### src/rtl/reg_file_param.sv
// rtl/reg_file_param.sv - parameterised 2R1W register file with sequential bulk-clear sweep
//
// Optional feature: define REGFILE_BYPASS_EN to forward an accepted write
// straight to a read port that addresses the same register in the same cycle.
// With the macro undefined, read ports only ever show stored contents.

module reg_file_param #(
   parameter int DATA_W  = 16,
   parameter int ADDR_W  = 3,
   parameter int ZERO_R0 = 0
) (
   input  logic              clk,
   input  logic              reset,
   input  logic              regWE,
   input  logic [ADDR_W-1:0] DR,
   input  logic [DATA_W-1:0] Buss,
   input  logic [ADDR_W-1:0] SR1,
   input  logic [ADDR_W-1:0] SR2,
   output logic [DATA_W-1:0] Ra,
   output logic [DATA_W-1:0] Rb,
   input  logic              clr_req,
   output logic              clr_busy,
   output logic              clr_done,
   output logic              wr_drop
);

   localparam int DEPTH = 2 ** ADDR_W;
   localparam logic [ADDR_W-1:0] LAST_IDX = '1;

   typedef enum logic [1:0] {
      ST_IDLE  = 2'd0,
      ST_CLEAR = 2'd1,
      ST_DONE  = 2'd2
   } state_t;

   state_t              state_q, state_d;
   logic [ADDR_W-1:0]   idx_q, idx_d;
   logic [DATA_W-1:0]   regs_q [DEPTH];
   logic [DATA_W-1:0]   regs_d [DEPTH];

   logic                r0_write;
   logic                wr_accept;

   // A write to R0 is silently swallowed when R0 is hard-wired to zero;
   // writes arriving while the sweep owns the array are rejected.
   always_comb begin
      r0_write  = (ZERO_R0 != 0) && (DR == '0);
      wr_accept = regWE && (state_q != ST_CLEAR) && !r0_write;
   end

   // Next-state logic for the clear sequencer; clr_req is only honoured in IDLE.
   always_comb begin
      state_d = state_q;
      idx_d   = idx_q;
      case (state_q)
         ST_IDLE: begin
            idx_d = '0;
            if (clr_req) begin
               state_d = ST_CLEAR;
            end
         end
         ST_CLEAR: begin
            idx_d = idx_q + 1'b1;
            if (idx_q == LAST_IDX) begin
               state_d = ST_DONE;
               idx_d   = '0;
            end
         end
         ST_DONE: begin
            state_d = ST_IDLE;
            idx_d   = '0;
         end
         default: begin
            state_d = ST_IDLE;
            idx_d   = '0;
         end
      endcase
   end

   // Array update: the sweep zeroes one entry per cycle, otherwise an accepted write lands.
   always_comb begin
      for (int i = 0; i < DEPTH; i++) begin
         regs_d[i] = regs_q[i];
      end
      if (state_q == ST_CLEAR) begin
         regs_d[idx_q] = '0;
      end else if (wr_accept) begin
         regs_d[DR] = Buss;
      end
   end

   // State, sweep index and storage; reset clears everything without waiting for clk.
   always_ff @(posedge clk or posedge reset) begin
      if (reset) begin
         state_q <= ST_IDLE;
         idx_q   <= '0;
         for (int i = 0; i < DEPTH; i++) begin
            regs_q[i] <= '0;
         end
      end else begin
         state_q <= state_d;
         idx_q   <= idx_d;
         for (int i = 0; i < DEPTH; i++) begin
            regs_q[i] <= regs_d[i];
         end
      end
   end

   // Read port A: stored value, R0 masking, optional same-cycle forwarding.
   always_comb begin
      Ra = regs_q[SR1];
      if ((ZERO_R0 != 0) && (SR1 == '0)) begin
         Ra = '0;
      end
`ifdef REGFILE_BYPASS_EN
      if (wr_accept && !reset && (DR == SR1)) begin
         Ra = Buss;
      end
`endif
   end

   // Read port B: identical rules to port A so equal addresses give equal data.
   always_comb begin
      Rb = regs_q[SR2];
      if ((ZERO_R0 != 0) && (SR2 == '0)) begin
         Rb = '0;
      end
`ifdef REGFILE_BYPASS_EN
      if (wr_accept && !reset && (DR == SR2)) begin
         Rb = Buss;
      end
`endif
   end

   // Status flags are decoded straight from the sequencer state.
   always_comb begin
      clr_busy = (state_q == ST_CLEAR);
      clr_done = (state_q == ST_DONE);
      wr_drop  = regWE && (state_q == ST_CLEAR);
   end

endmodule

### config.mk
export PLATFORM = sky130hd
export DESIGN_NAME = reg_file_param
export DESIGN_NICKNAME = d
export VERILOG_FILES = /design/src/rtl/reg_file_param.sv
export SDC_FILE = /design/constraint.sdc
export NUM_CORES = 1
export LEC_CHECK = 0
export CORE_ASPECT_RATIO = 0.8
export CORE_MARGIN = 8
export CORE_UTILIZATION = 55
export DETAILED_ROUTE_END_ITERATION = 6
export PLACE_DENSITY = 0.88
export SYNTH_ARGS = -nofsm -noshare
export SYNTH_HDL_FRONTEND = slang
export SYNTH_SLANG_ARGS = --single-unit
### constraint.sdc
create_clock -name clk -period 4.8 [get_ports clk]
set_clock_uncertainty 0.05 [all_clocks]
set_input_delay 0.48 -clock clk [delete_from_list [all_inputs] [get_ports clk]]
set_output_delay 0.48 -clock clk [all_outputs]
set_load 0.05 [all_outputs]
==> summary.txt <==
Run status
  • Outcome: finished, final reports clean

Timing
  • Sum Neg Setup Slack: 0 ns
  • Setup violations, final: 0
  • RSZ-0062 raised after global routing: no
  • Final Hold Violating Endpoints: 0
  • Fin. max-slew vios: 0
  • Tmin final: 3.542 ns
  • Slew HR: 27.98%
  • Final worst-path cycle share: 73.78%
  • Worst Tran Pin Value: 1.077 ns
  • FMAX: 282.4 MHz

Synth
  • Synth top area share: 47.06%
  • Area contributors post-synth: dfrtp_1 (47%), mux4_2 (20%), a22o_1 (16%)
  • Seq cells post-synth: 133
  • Netlist cell types: 26
  • YS warnings: 0
  • Post-synthesis instance total: 460
  • Seq/Total Area, Yosys: 47.06%
  • Syn Area/Cell: 15.37 um2
  • Syn_nets: 491
  • Syn Std Cell Area: 7072 um2
  • Leading area contributor after synthesis: dfrtp_1

Die
  • Die height: 117.4 um
  • Width of the chip: 142.8 um
  • Rows: 37
  • Initial Utilization: 55.75%
  • Io pins: 64
  • Die area: 16760 um2
  • Core box area: 12680 um2

Worst setup path
  • CP endpoint kind: primary output
  • Data required time at the worst endpoint: 4.27 ns
  • CP Class: input port to primary output
  • Max Fanout on Critical Path: 22
  • R2R cell count: 3
  • Crit path arrival time: 3.01 ns
  • Element type at the critical path start: input port

Clock network
  • Max Root-Sink Buffers: 2
  • # Post-CTS Setup Buffers: 0
  • Root Buffer: clkbuf_16
  • PostCTS Resize Cnt: 0
  • Num CTS Buffers: 17
  • H-tree lvl count: 4
  • Worst-path clk slew: 0.06 ns
  • Post-CTS Hold Buffers: 0
  • CTS sink cnt: 133
  • TritonCTS clock tree: yes
  • Worst-skew pair later-pin latency: 0.41 ns

Hold path
  • Hold Path Depth: 1
  • Hold crit path type: flop to flop

GRT
  • First-pass GRT wire length: 30240 um
  • Grt total ovfl: 0
  • Initial antenna violation count: 0
  • Global Route Usage Sum: 23.78%
  • Vias in the first global route: 5330
  • Largest net degree at the start of global routing: 72

Cells and area
  • Commonest non-fill, non-tap cell in the layout: dfrtp_1
  • Share of cells above drive strength 1: 30.26%
  • Number of diodes: 0
  • Nets: 518
  • Commonest non-fill, non-tap cells in the layout: dfrtp_1 (133), a22o_1 (127), mux4_2 (64), clkdlybuf4s50_1 (61), mux2_2 (32)
  • Area grow syn2layout: 17.14%

Power
  • Tot Pwr: 5174 uW
  • P_leak: 0.003627 uW
  • Sw Pwr: 1833 uW
  • Switching power share of the total: 35.44%
  • VDD IR max: 335.6 uV
  • Combinational share of power: 36.8%
  • Power density cells: 624.5 nW/um2
  • Internal: 3340 uW
  • Power share of the sequential group: 35.2%
  • Clock share of power: 28.0%

Place
  • GP Congestion: 0.8001
  • Port bufs: 63
  • Hpwl dp: 11060 um

Detailed routing
  • Final wirelength: 19310 um
  • Wire length per cell: 28.66 um
  • Post-DRT Antenna Nets: 0
  • Violation count after the first detailed-routing iteration: 494
  • 1st-pass router iterations: 5
  • Residual DRC: 0
  • Routed vias: 4865
  • Vias per std cell: 7.218

Flow run
  • # Max-Cap Violations: 0
cell families (layout without fill, tap and decap cells):
logic type / Yosys count / in the layout / synth area share (%)
AO/OA/AOI/OAI: 136 / 136 / 18.98
adder cells (fa/ha/maj): 2 / 2 / 0.3538
buffers and inverters: 66 / 105 / 5.432
flip-flops: 133 / 133 / 47.06
multiplexers: 97 / 97 / 25.62
AND/OR/NAND/NOR: 26 / 26 / 2.548
Yosys cell counts (all sizes together):
library cell / n
nand2b: 1
clkbuf: 8
dfrtp: 133
nor2b: 2
a32oi: 8
mux2: 32
buf: 54
and3: 11
nor3b: 2
a22o: 128
nor2: 3
mux2i: 1
mux4: 64
and2: 2
inv: 4
nor3: 1
ha: 2
and3b: 4
power by group through the flow:
stage	sequential, uW	combinational, uW	clock [uW]
floorplan	1700	1470	0
global placement	1770	1840	0
detailed placement	1800	1880	0
CTS	1800	1900	1450
global route	1850	2000	1510
finish	1820	1900	1450
state kept, by name (all words and copies together) (netlist names):
| name | flops |
|---|---|
| regs_q | 128 |
| state_q | 2 |
| idx_q | 3 |
worst paths after layout:
kind | startpoint | slack, ns | to
max in group asynchronous | reset | 3.15 | regs_q[90]
hold / removal | state_q[1] | 0.43 | state_q[0]
setup reg to reg | state_q[1] | 2.20 | regs_q[13]
min in group asynchronous | reset | 0.55 | regs_q[14]
setup / recovery | SR2[1] | 1.26 | Rb[1]
hold reg to reg | state_q[1] | 0.43 | state_q[0]
worst max-delay path: stages:
cell,delay [ns]
clkdlybuf4s50_1,0.90
buf_12,0.28
mux4_2,0.32
mux2_2,0.31
clkdlybuf4s50_1,0.72
layer usage:
| metal | up-vias | share of wire (%) | track usage (%) | wire length, um |
|---|---|---|---|---|
| met3 | 52 | 10 | 7.783 | 1981 |
| met4 | 0 | 2.6 | 8.748 | 504 |
| met5 | - | 0 | 0 | 0 |
| li1 | 1928 | - | - | - |
| met1 | 2570 | 38 | 30.44 | 7381 |
| met2 | 315 | 49 | 37.08 | 9446 |
layout make-up:
class	instances	area, um2
fillers	869	4400
multi-input cells	261	3359
flip-flops and latches	133	3328
repair buffers	70	698.2
clock buffers	22	484.2
well taps	175	219.0
clock inverters	9	172.7
inverters	4	22.52
stage by stage:
stage | utilization, % | hold slack (ns) | worst slack [ns] | instance area, um2 | instances
after floorplan | - | 0.4029 | 0.7156 | 7072 | 460
after global placement | 60.13 | 0.4220 | 1.311 | 7627 | 643
after detailed placement | 60.13 | 0.4300 | 1.283 | 7627 | 643
after CTS | 65.31 | 0.4375 | 1.268 | 8284 | 674
after global routing | 65.31 | 0.4685 | 1.213 | 8284 | 674
final | 65.31 | 0.4350 | 1.258 | 8284 | 674
Power figures use the tool's default switching activity.
